`src/rtl/pipe_pkg.sv`:
```
// Shared encodings for the 5-stage core's pipeline control.
// Contents:
//   result_src_e : execute-stage result select (ALU, memory load, PC+4)
//   fwd_sel_e    : execute-stage operand forward select
//   hz_state_e   : hazard controller memory-wait state machine
package pipe_pkg;

    typedef enum logic [1:0] {
        RES_ALU = 2'b00,
        RES_MEM = 2'b01,
        RES_PC4 = 2'b10
    } result_src_e;

    typedef enum logic [1:0] {
        FWD_RF  = 2'b00,
        FWD_WB  = 2'b01,
        FWD_MEM = 2'b10
    } fwd_sel_e;

    typedef enum logic {
        RUN      = 1'b0,
        MEM_WAIT = 1'b1
    } hz_state_e;

endpackage

```
`src/rtl/hazard_ctrl_if.sv`:
```
// Bundle between the pipeline datapath and the hazard controller.
// Pipeline -> controller:
//   Rs1D, Rs2D                    decode-stage sources
//   Rs1E, Rs2E, RdE, ResultSrcE,
//   RegWriteE, PCSrcE             execute-stage fields
//   RdM, RegWriteM, MemReqM,
//   MemReadyM                     memory-stage destination and data handshake
//   RdW, RegWriteW                writeback-stage destination
// Controller -> pipeline:
//   StallF/D/E/M, FlushD/E        pipeline register hold / bubble controls
//   ForwardAE, ForwardBE          execute operand forward selects
// master = datapath side, slave = hazard controller side.
interface hazard_ctrl_if #(
    parameter int ADDR_W = 6
);
    logic [ADDR_W-1:0] Rs1D;
    logic [ADDR_W-1:0] Rs2D;
    logic [ADDR_W-1:0] Rs1E;
    logic [ADDR_W-1:0] Rs2E;
    logic [ADDR_W-1:0] RdE;
    logic [1:0]        ResultSrcE;
    logic              RegWriteE;
    logic              PCSrcE;
    logic [ADDR_W-1:0] RdM;
    logic              RegWriteM;
    logic              MemReqM;
    logic              MemReadyM;
    logic [ADDR_W-1:0] RdW;
    logic              RegWriteW;

    logic              StallF;
    logic              StallD;
    logic              StallE;
    logic              StallM;
    logic              FlushD;
    logic              FlushE;
    logic [1:0]        ForwardAE;
    logic [1:0]        ForwardBE;

    modport master (
        output Rs1D, Rs2D, Rs1E, Rs2E, RdE, ResultSrcE, RegWriteE, PCSrcE,
               RdM, RegWriteM, MemReqM, MemReadyM, RdW, RegWriteW,
        input  StallF, StallD, StallE, StallM, FlushD, FlushE,
               ForwardAE, ForwardBE
    );

    modport slave (
        input  Rs1D, Rs2D, Rs1E, Rs2E, RdE, ResultSrcE, RegWriteE, PCSrcE,
               RdM, RegWriteM, MemReqM, MemReadyM, RdW, RegWriteW,
        output StallF, StallD, StallE, StallM, FlushD, FlushE,
               ForwardAE, ForwardBE
    );
endinterface

```
`src/rtl/hazard_fwd_sel.sv`:
```
// Forward select for one execute-stage operand (purely combinational).
// Ports:
//   RsE_i        execute-stage source register of this operand
//   RdM_i        memory-stage destination, RegWriteM_i its write enable
//   RdW_i        writeback-stage destination, RegWriteW_i its write enable
//   Fwd_o        FWD_MEM / FWD_WB / FWD_RF
module hazard_fwd_sel
    import pipe_pkg::*;
#(
    parameter int ADDR_W = 6
) (
    input  logic [ADDR_W-1:0] RsE_i,
    input  logic [ADDR_W-1:0] RdM_i,
    input  logic              RegWriteM_i,
    input  logic [ADDR_W-1:0] RdW_i,
    input  logic              RegWriteW_i,
    output logic [1:0]        Fwd_o
);

    // The memory stage holds the younger result, so it wins over writeback.
    // x0 is hardwired to zero and is never a forwarding source.
    always_comb begin
        Fwd_o = FWD_RF;
        if (RegWriteM_i && (RdM_i != '0) && (RdM_i == RsE_i)) begin
            Fwd_o = FWD_MEM;
        end else if (RegWriteW_i && (RdW_i != '0) && (RdW_i == RsE_i)) begin
            Fwd_o = FWD_WB;
        end
    end

endmodule

```
`src/rtl/hazard_ctrl.sv`:
```
// Pipeline hazard controller for the 5-stage core.
// Ports:
//   clk, rst_n   core clock (rising edge), asynchronous active-low reset
//   hz           pipeline bundle (slave side): hazard inputs in, stall/flush/
//                forward controls out
//   mem_err      sticky flag, set when a data access waits too long
//   stall_cnt    saturating count of cycles with StallF high
//   flush_cnt    saturating count of cycles with FlushE high (outside reset)
module hazard_ctrl
    import pipe_pkg::*;
#(
    parameter int ADDR_W      = 6,
    parameter int MEM_TIMEOUT = 64,
    parameter int CNT_W       = 32
) (
    input  logic             clk,
    input  logic             rst_n,
    hazard_ctrl_if.slave     hz,
    output logic             mem_err,
    output logic [CNT_W-1:0] stall_cnt,
    output logic [CNT_W-1:0] flush_cnt
);

    localparam int WAIT_W = $clog2(MEM_TIMEOUT + 1);
    localparam logic [WAIT_W-1:0] WAIT_MAX = WAIT_W'(MEM_TIMEOUT - 1);

    hz_state_e         state_q;
    logic [WAIT_W-1:0] wait_cnt_q;
    logic [WAIT_W-1:0] waitNext;
    logic              mem_err_q;
    logic [CNT_W-1:0]  stall_cnt_q;
    logic [CNT_W-1:0]  stall_cnt_d;
    logic [CNT_W-1:0]  flush_cnt_q;
    logic [CNT_W-1:0]  flush_cnt_d;

    logic [1:0] fwdA;
    logic [1:0] fwdB;
    logic       lwStall;
    logic       memStall;
    logic       stallF;
    logic       stallD;
    logic       stallE;
    logic       stallM;
    logic       flushD;
    logic       flushE;

    hazard_fwd_sel #(.ADDR_W(ADDR_W)) uFwdA (
        .RsE_i       (hz.Rs1E),
        .RdM_i       (hz.RdM),
        .RegWriteM_i (hz.RegWriteM),
        .RdW_i       (hz.RdW),
        .RegWriteW_i (hz.RegWriteW),
        .Fwd_o       (fwdA)
    );

    hazard_fwd_sel #(.ADDR_W(ADDR_W)) uFwdB (
        .RsE_i       (hz.Rs2E),
        .RdM_i       (hz.RdM),
        .RegWriteM_i (hz.RegWriteM),
        .RdW_i       (hz.RdW),
        .RegWriteW_i (hz.RegWriteW),
        .Fwd_o       (fwdB)
    );

    // A load in execute whose destination is read by the instruction in
    // decode cannot be forwarded in time, so decode must wait one cycle.
    assign lwStall = (hz.ResultSrcE == RES_MEM) && hz.RegWriteE &&
                     (hz.RdE != '0) &&
                     ((hz.RdE == hz.Rs1D) || (hz.RdE == hz.Rs2D));

    assign memStall = hz.MemReqM && !hz.MemReadyM;

    assign waitNext = wait_cnt_q + WAIT_W'(1);

    // Run-mode control priority. A memory stall freezes the whole pipe, so a
    // taken branch sitting in execute is held and only acted on once memory
    // releases. A taken branch squashes the dependent instruction, which
    // makes a simultaneous load-use stall pointless.
    always_comb begin
        stallF = 1'b0;
        stallD = 1'b0;
        stallE = 1'b0;
        stallM = 1'b0;
        flushD = 1'b0;
        flushE = 1'b0;
        if (memStall) begin
            stallF = 1'b1;
            stallD = 1'b1;
            stallE = 1'b1;
            stallM = 1'b1;
        end else if (hz.PCSrcE) begin
            flushD = 1'b1;
            flushE = 1'b1;
        end else if (lwStall) begin
            stallF = 1'b1;
            stallD = 1'b1;
            flushE = 1'b1;
        end
    end

    // While reset is held the pipeline registers are bubbled and nothing is
    // stalled or forwarded, independent of whatever the datapath presents.
    assign hz.StallF    = rst_n & stallF;
    assign hz.StallD    = rst_n & stallD;
    assign hz.StallE    = rst_n & stallE;
    assign hz.StallM    = rst_n & stallM;
    assign hz.FlushD    = !rst_n | flushD;
    assign hz.FlushE    = !rst_n | flushE;
    assign hz.ForwardAE = rst_n ? fwdA : FWD_RF;
    assign hz.ForwardBE = rst_n ? fwdB : FWD_RF;

    // Memory-wait FSM. The stall itself is combinational from memStall; this
    // machine only tracks how long the current access has been outstanding.
    // wait_cnt stops at its limit so it cannot wrap back under the threshold,
    // and mem_err is sticky until reset. The stall is never broken off.
    always_ff @(posedge clk or negedge rst_n) begin
        if (!rst_n) begin
            state_q    <= RUN;
            wait_cnt_q <= '0;
            mem_err_q  <= 1'b0;
        end else begin
            case (state_q)
                RUN: begin
                    wait_cnt_q <= '0;
                    if (memStall) begin
                        state_q <= MEM_WAIT;
                    end
                end
                MEM_WAIT: begin
                    if (hz.MemReadyM) begin
                        state_q    <= RUN;
                        wait_cnt_q <= '0;
                    end else begin
                        if (wait_cnt_q < WAIT_MAX) begin
                            wait_cnt_q <= waitNext;
                        end
                        if (waitNext >= WAIT_MAX) begin
                            mem_err_q <= 1'b1;
                        end
                    end
                end
                default: begin
                    state_q    <= RUN;
                    wait_cnt_q <= '0;
                end
            endcase
        end
    end

    assign mem_err = mem_err_q;

    // Performance counters stick at all-ones rather than wrapping, so a
    // saturated value always means "at least this many".
    always_comb begin
        stall_cnt_d = stall_cnt_q;
        flush_cnt_d = flush_cnt_q;
        if (stallF && (stall_cnt_q != '1)) begin
            stall_cnt_d = stall_cnt_q + CNT_W'(1);
        end
        if (flushE && (flush_cnt_q != '1)) begin
            flush_cnt_d = flush_cnt_q + CNT_W'(1);
        end
    end

    // Counter registers.
    always_ff @(posedge clk or negedge rst_n) begin
        if (!rst_n) begin
            stall_cnt_q <= '0;
            flush_cnt_q <= '0;
        end else begin
            stall_cnt_q <= stall_cnt_d;
            flush_cnt_q <= flush_cnt_d;
        end
    end

    assign stall_cnt = stall_cnt_q;
    assign flush_cnt = flush_cnt_q;

endmodule

```
`src/flat_wrapper.sv`:
```
// flat-port wrapper written by rule: the top's interface ports become plain ports
module hazard_ctrl_flat import pipe_pkg::*;
#(
    parameter int ADDR_W      = 6,
    parameter int MEM_TIMEOUT = 64,
    parameter int CNT_W       = 32
)
  (clk, rst_n, mem_err, stall_cnt, flush_cnt, hz_Rs1D, hz_Rs2D, hz_Rs1E, hz_Rs2E, hz_RdE, hz_ResultSrcE, hz_RegWriteE, hz_PCSrcE, hz_RdM, hz_RegWriteM, hz_MemReqM, hz_MemReadyM, hz_RdW, hz_RegWriteW, hz_StallF, hz_StallD, hz_StallE, hz_StallM, hz_FlushD, hz_FlushE, hz_ForwardAE, hz_ForwardBE);
  hazard_ctrl_if #(.ADDR_W(ADDR_W)) hz_i ();
  input  logic clk;
  input  logic rst_n;
  output logic mem_err;
  output logic [CNT_W-1:0] stall_cnt;
  output logic [CNT_W-1:0] flush_cnt;
  input wire logic [$bits(hz_i.Rs1D)-1:0] hz_Rs1D;
  input wire logic [$bits(hz_i.Rs2D)-1:0] hz_Rs2D;
  input wire logic [$bits(hz_i.Rs1E)-1:0] hz_Rs1E;
  input wire logic [$bits(hz_i.Rs2E)-1:0] hz_Rs2E;
  input wire logic [$bits(hz_i.RdE)-1:0] hz_RdE;
  input wire logic [$bits(hz_i.ResultSrcE)-1:0] hz_ResultSrcE;
  input wire logic [$bits(hz_i.RegWriteE)-1:0] hz_RegWriteE;
  input wire logic [$bits(hz_i.PCSrcE)-1:0] hz_PCSrcE;
  input wire logic [$bits(hz_i.RdM)-1:0] hz_RdM;
  input wire logic [$bits(hz_i.RegWriteM)-1:0] hz_RegWriteM;
  input wire logic [$bits(hz_i.MemReqM)-1:0] hz_MemReqM;
  input wire logic [$bits(hz_i.MemReadyM)-1:0] hz_MemReadyM;
  input wire logic [$bits(hz_i.RdW)-1:0] hz_RdW;
  input wire logic [$bits(hz_i.RegWriteW)-1:0] hz_RegWriteW;
  output wire logic [$bits(hz_i.StallF)-1:0] hz_StallF;
  output wire logic [$bits(hz_i.StallD)-1:0] hz_StallD;
  output wire logic [$bits(hz_i.StallE)-1:0] hz_StallE;
  output wire logic [$bits(hz_i.StallM)-1:0] hz_StallM;
  output wire logic [$bits(hz_i.FlushD)-1:0] hz_FlushD;
  output wire logic [$bits(hz_i.FlushE)-1:0] hz_FlushE;
  output wire logic [$bits(hz_i.ForwardAE)-1:0] hz_ForwardAE;
  output wire logic [$bits(hz_i.ForwardBE)-1:0] hz_ForwardBE;
  assign hz_i.Rs1D = hz_Rs1D;
  assign hz_i.Rs2D = hz_Rs2D;
  assign hz_i.Rs1E = hz_Rs1E;
  assign hz_i.Rs2E = hz_Rs2E;
  assign hz_i.RdE = hz_RdE;
  assign hz_i.ResultSrcE = hz_ResultSrcE;
  assign hz_i.RegWriteE = hz_RegWriteE;
  assign hz_i.PCSrcE = hz_PCSrcE;
  assign hz_i.RdM = hz_RdM;
  assign hz_i.RegWriteM = hz_RegWriteM;
  assign hz_i.MemReqM = hz_MemReqM;
  assign hz_i.MemReadyM = hz_MemReadyM;
  assign hz_i.RdW = hz_RdW;
  assign hz_i.RegWriteW = hz_RegWriteW;
  assign hz_StallF = hz_i.StallF;
  assign hz_StallD = hz_i.StallD;
  assign hz_StallE = hz_i.StallE;
  assign hz_StallM = hz_i.StallM;
  assign hz_FlushD = hz_i.FlushD;
  assign hz_FlushE = hz_i.FlushE;
  assign hz_ForwardAE = hz_i.ForwardAE;
  assign hz_ForwardBE = hz_i.ForwardBE;
  hazard_ctrl #(.ADDR_W(ADDR_W), .MEM_TIMEOUT(MEM_TIMEOUT), .CNT_W(CNT_W)) u_core (.clk(clk), .rst_n(rst_n), .hz(hz_i), .mem_err(mem_err), .stall_cnt(stall_cnt), .flush_cnt(flush_cnt));
endmodule
```
`config.mk`:
```
export PLATFORM = sky130hd
export DESIGN_NAME = hazard_ctrl_flat
export DESIGN_NICKNAME = d
export VERILOG_FILES = /design/src/rtl/pipe_pkg.sv /design/src/rtl/hazard_ctrl_if.sv /design/src/rtl/hazard_fwd_sel.sv /design/src/rtl/hazard_ctrl.sv /design/src/flat_wrapper.sv
export SDC_FILE = /design/constraint.sdc
export NUM_CORES = 1
export LEC_CHECK = 0
export BUFFER_PORTS_ARGS = -buffer_cell sky130_fd_sc_hd__buf_2
export CAP_MARGIN = 20
export CORE_ASPECT_RATIO = 0.8
export CORE_MARGIN = 2
export CORE_UTILIZATION = 33
export DETAILED_ROUTE_END_ITERATION = 10
export PLACE_DENSITY = 0.59
export SYNTH_ARGS = -nofsm -noshare
export SYNTH_HDL_FRONTEND = slang
export SYNTH_HIERARCHICAL = 1
export SYNTH_SLANG_ARGS = --single-unit
```
`constraint.sdc`:
```
create_clock -name clk -period 2 [get_ports clk]
set_input_delay 0.3 -clock clk [delete_from_list [all_inputs] [get_ports clk]]
set_output_delay 0.3 -clock clk [all_outputs]
set_load 0.005 [all_outputs]
```
* Yosys cells after proc, flatten, opt, wreduce, memory -nomap -nowiden
Index checks and enable logic that the tools add are counted.
** Cells by class
- $add $sub $neg :: 3
- Order comparisons :: 2
- Equal/unequal tests :: 10
- Multiplexer cells :: 19
- Bitwise operators :: 6
- Reductions and logical operators :: 19
** Operators with widths (number)
- 32-bit by 1-bit adder with 32-bit output (second input constant) :: 2
- 32-bit inequality test (second input constant) :: 2
- 6-bit == test :: 6
- 6-bit nonzero test :: 3
- 7-bit 2-to-1 mux :: 2
- 7-bit one-hot mux with 2 select lines :: 1
- 1-bit logical AND :: 12
- 1-bit 2-to-1 mux :: 11
- 2-bit 2-to-1 mux :: 4
- 7-bit by 1-bit adder with 7-bit output (second input constant) :: 1
- 7-bit by 6-bit greater-or-equal comparator with 1-bit output (second input constant) :: 1
- 7-bit by 6-bit < comparator with 1-bit output (second input constant) :: 1
- 3-bit inequality test (second input constant) :: 1
- 3-bit AND reduction :: 1
- 1-bit bitwise AND :: 2
- 2-bit by 1-bit == test with 1-bit output (second input constant) :: 1
- 1-bit logical NOT :: 2
- 1-bit NOT :: 2
- 1-bit OR :: 2
- 1-bit one-hot mux with 2 select lines :: 1
- 1-bit logical OR :: 1
** Word-level totals
- Register bits after elaboration :: 73
- Bits of input ports :: 52

* Logic depth before layout (Yosys ltp)
- Depth in word-level cells :: 8
- Gate-level depth with buffers :: 10

* Cells and area by module
The synthesis kept the hierarchy.
** By module, submodules not included
- hazard_ctrl :: instances 1, cells each 382, area each 3867.5 µm²
- hazard_fwd_sel :: instances 2, cells each 23, area each 166.4 µm²

* Worst setup path after synthesis
No wires, ideal clock.
- Path type :: register to register
- From :: register u_core.flush_cnt_q[0] (netlist: u_core/flush_cnt[0])
- To :: register u_core.flush_cnt_q[31] (netlist: u_core/flush_cnt[31])
- Data arrival time :: 2121 ps
- Required time :: 1876 ps
- Setup slack :: -245 ps
- Stages on the path, launching flop included :: 11
- Clock period less this slack :: 2245 ps
- Cell sequence :: dfrtp_1 ha_1 and4_1 and4_1 clkbuf_1 nand3_1 and3_1 buf_2 buf_1 nand4_1 xnor2_1
** On the way
- Longest elaborated chain between the ends :: 2
- Elaborated cells on any way between the ends :: 3
** RTL lines
- start: declaration :: RTL line hazard_ctrl.sv:33 : logic [CNT_W-1:0] flush_cnt_q;
- start signal: assignment :: RTL line hazard_ctrl.sv:172 : flush_cnt_q <= flush_cnt_d;
- parallel branches: the longest is 2 deep, another holds 32-bit by 1-bit adder with 32-bit output
Parallel ways; which one is timed is not known.
A chain may end at the register's enable or synchronous reset.

* Worst setup path after layout
- From :: register u_core.stall_cnt_q[7] (netlist: u_core/stall_cnt[7])
- To :: register u_core.stall_cnt_q[4] (netlist: u_core/stall_cnt[4])
** On the way
- Longest elaborated chain between the ends :: 2
** RTL lines
- start: declaration :: RTL line hazard_ctrl.sv:31 : logic [CNT_W-1:0] stall_cnt_q;
- start signal: assignment :: RTL line hazard_ctrl.sv:171 : stall_cnt_q <= stall_cnt_d;
- 32-bit inequality test :: RTL line hazard_ctrl.sv:157 : if (stallF && (stall_cnt_q != '1)) begin
- 1-bit logical AND :: RTL line hazard_ctrl.sv:157
Every way passes these cells.

==> flow_metrics.tcl <==
set metrics [dict create \
    placementRows 36 \
    count_of_flip_flops_with_a_built_in_enable_after_synthesis 0 \
    worst_setup_path_end_kind "flop" \
    maxSlewHeadroom_pct 64.2 \
    cellLeakagePower_uw 0.00316 \
    hold_vio_cnt_final 0 \
    achievable-frequency_ghz 0.469 \
    first_global_vias 3951 \
    synth_area_leader_cell "dfrtp_1" \
    grt_util_met2_pct 30.3 \
    numPortBuffers 126 \
    dp.final_hpwl_mm 9.24 \
    core-area_mm2 0.0123 \
    complex_gate_fraction_of_the_synthesized_area_pct 5.81 \
    finalNetCount 703 \
    gr-usage-all-layers_pct 18.3 \
    worst_setup_path_start_kind "flop" \
    grt_max_degree 38 \
    io-pin-count 127 \
    layout.cells.most_common_list "117 x buf_2, 86 x buf_4, 72 x dfrtp_1" \
    starting_density_pct 34.2 \
    final_common_cell "buf_2" \
    worst_clk_skew_ps 7.30 \
    seq_area_frac_synth_pct 43.5 \
    yosysTopAreaCellShare_pct 43.5 \
    drt-total-wl_mm 12.8 \
    critical_path_class "reg2reg" \
    htree_levels 3 \
    power_density_mw_per_mm2 645 \
    clk_latency_ps 340 \
    synthSimpleGateAreaFrac_pct 26.2 \
    seq_power_share_pct 39.0 \
    grt_use_met1_pct 23.8 \
    fill_cells 1138 \
    peakVddDrop_uv 798 \
    cp_data_required_time_ps 2260 \
    die_area_mm2 0.0137 \
    max_cap_viol_count 0 \
    floorplan.die.width_um 130 \
    drc_errors 0 \
    clock-sinks 73 \
    reg2reg_start "u_core/stall_cnt[7]" \
    number_of_clock_buffers_inserted_by_tritoncts 9 \
    synth_adder_area_share_pct 1.43 \
    reg2reg_depth 7 \
    drt_first_pass_iters 4 \
    status "finished, violations left" \
    finalWeightedCongestion 0.879 \
    globalRouteOverflowTotal 0 \
    grtUsageMet3_pct 3.79 \
    internal-power_uw 3080 \
    switching_share_pct 27.1 \
    gr-max-usage-layer "met2" \
    violation_count_after_the_first_detailed_route_iteration 162 \
    tns_ps -1550 \
    regToRegSetupSlack_ps -130 \
    synth_xor_xnor_area_share_pct 20.2 \
    ys_async_sr_fraction_pct 100 \
    vias_per_cell 4.90 \
    post_synth_main_area_contributors "dfrtp_1 43%, xnor2_1 11%, xor2_1 9.4%" \
    timing_max_transition_violations_final 0 \
    wire_length_of_the_first_global_routing_pass_mm 19.7 \
    worst_min_delay_path_category "in2async" \
    synthesis.yosys.warnings 6 \
    p_sw_uw 1150 \
    crit_fanout 7 \
    synth_top_flop_cell "dfrtp_1" \
    synth_nets 484 \
    clkTransAtPathRegs_ps 60 \
    avgSynthCellArea_um2 9.81 \
    antenna_found_initial 0 \
    synth.cell_area_mm2 0.00420 \
    final_min_period_over_clock_period_pct 107 \
    comb_power_share_pct 23.6 \
    worst_pin_slew_ps 536 \
    hold-worst-slack_ps 366 \
    regToRegEndpoint "u_core/stall_cnt[4]" \
    muxShareOfSynthArea_pct 0.536 \
    setup_slack_ps -133 \
    setup_repair_after_global_routing_missed_its_margin "yes" \
    arrival_time_at_the_worst_endpoint_ps 2390 \
    ant_nets 0 \
    num_vias 4033 \
    post-place-ws_ps -162 \
    area_delta_synth_final_pct 56.0 \
    cts_max_path_buffers 2 \
    netlist_instances 428 \
    route.detailed.wl_per_inst_um 15.5 \
    violations "setup timing" \
    die-height_um 105 \
    number_of_setup_violations_in_the_final_report 30 \
    synth_seq_cells 73 \
    antenna-diode-count 0 \
    clock-root-buffer "clkbuf_16" \
    synth_cell_type_count 49 \
    tritoncts "done" \
    time_the_final_worst_path_needs_with_i_o_delays_and_setup_ps 2130 \
    synth_top_family_by_area "simple AND/OR/NAND/NOR gates" \
    final_layout_size_suffix_gt1_share_pct 47.2 \
    share_clk_of_total_power_pct 37.4 \
]
==> through the flow <==
| step | utilization, % | power, uW | instances | instance area [um^2] |
|---|---|---|---|---|
| 2_1_floorplan | - | 1990 | 428 | 4230 |
| 3_3_place_gp | 45.5 | 2450 | 788 | 5590 |
| 3_5_place_dp | 45.5 | 2480 | 788 | 5590 |
| 4_1_cts | 49.6 | 4150 | 811 | 6100 |
| 5_1_grt | 53.3 | 4460 | 823 | 6550 |
| 6_report | 53.3 | 4230 | 823 | 6550 |
==> metal layers <==
metal	wire length [um]	part of all wire (%)
met5	0	0
met4	170	1.3
met1	5640	44
met3	438	3.4
met2	6550	51
==> power groups by stage <==
stage	clock [uW]	combinational [uW]	sequential, uW
after floorplan	0	255	1730
after global placement	0	780	1670
after detailed placement	0	808	1670
after CTS	1640	865	1650
after global routing	1700	1090	1660
final	1580	997	1650
==> synth_stat cells, drive strengths merged (4+ instances only) <==
cell     n
clkbuf   6
and4     7
nor4     9
or4      8
o21ai   12
inv      6
and2     8
xnor2   52
and3    13
buf      8
dfrtp   73
nor3    18
nand3   25
nor2    27
nand2   36
xor2    45
nand4   31
ha       4
==> sequential cells by signal (all words and copies together) (netlist names) <==
name / count
u_core/flush_cnt: 32
u_core/stall_cnt: 32
u_core/wait_cnt_q: 7
u_core/mem_err: 1
u_core/state_q: 1
==> final cells by class <==
| type | count | area (um^2) | share of cell area, % |
|---|---|---|---|
| clock buffers | 11 | 233 | 3.55 |
| clock inverters | 5 | 56.3 | 0.859 |
| inverters | 6 | 22.5 | 0.344 |
| multi-input cells | 335 | 2720 | 41.4 |
| flip-flops and latches | 73 | 1830 | 27.9 |
| well taps | 171 | 214 | 3.27 |
| repair buffers | 222 | 1480 | 22.6 |
==> cell families (layout without fill, tap and decap cells) <==
family                   after synthesis  count (layout)
adder cells (fa/ha/maj)                5               5
buffers and inverters                 20             244
AO/OA/AOI/OAI                         35              35
multiplexers                           2               2
XOR/XNOR                              97              97
flip-flops                            73              73
AND/OR/NAND/NOR                      196             196
==> worst max path at each step <==
stage                                      end  slack, ps                 start
after global placement               hz_StallF       -150             hz_RdE[1]
after detailed placement  u_core/stall_cnt[27]       -160             hz_RdE[1]
after floorplan           u_core/stall_cnt[17]       -180   u_core/stall_cnt[0]
after global routing       u_core/stall_cnt[4]       -190  u_core/stall_cnt[18]
final                      u_core/stall_cnt[4]       -130   u_core/stall_cnt[7]
after CTS                 u_core/stall_cnt[24]        -80  u_core/stall_cnt[11]
==> critical path, stage by stage (launching register included) <==
cell and delay [ps]:
dfrtp_1 390, nand4_4 130, or4_4 500, or4_4 450, and3_4 200, buf_12 140
nand4_1 110, xnor2_1 130
==> timing repair <==
| action | CTS | global route |
|---|---|---|
| gates resized for setup | 39 | 67 |
| hold buffers | 1 | 0 |
| pin swaps | 28 | 41 |
| cloned | 0 | 1 |
| hold endpoints to repair | 11 | 0 |
| setup buffers | 6 | 11 |
| setup endpoints to repair | 39 | 54 |
Power figures use the tool's default switching activity.
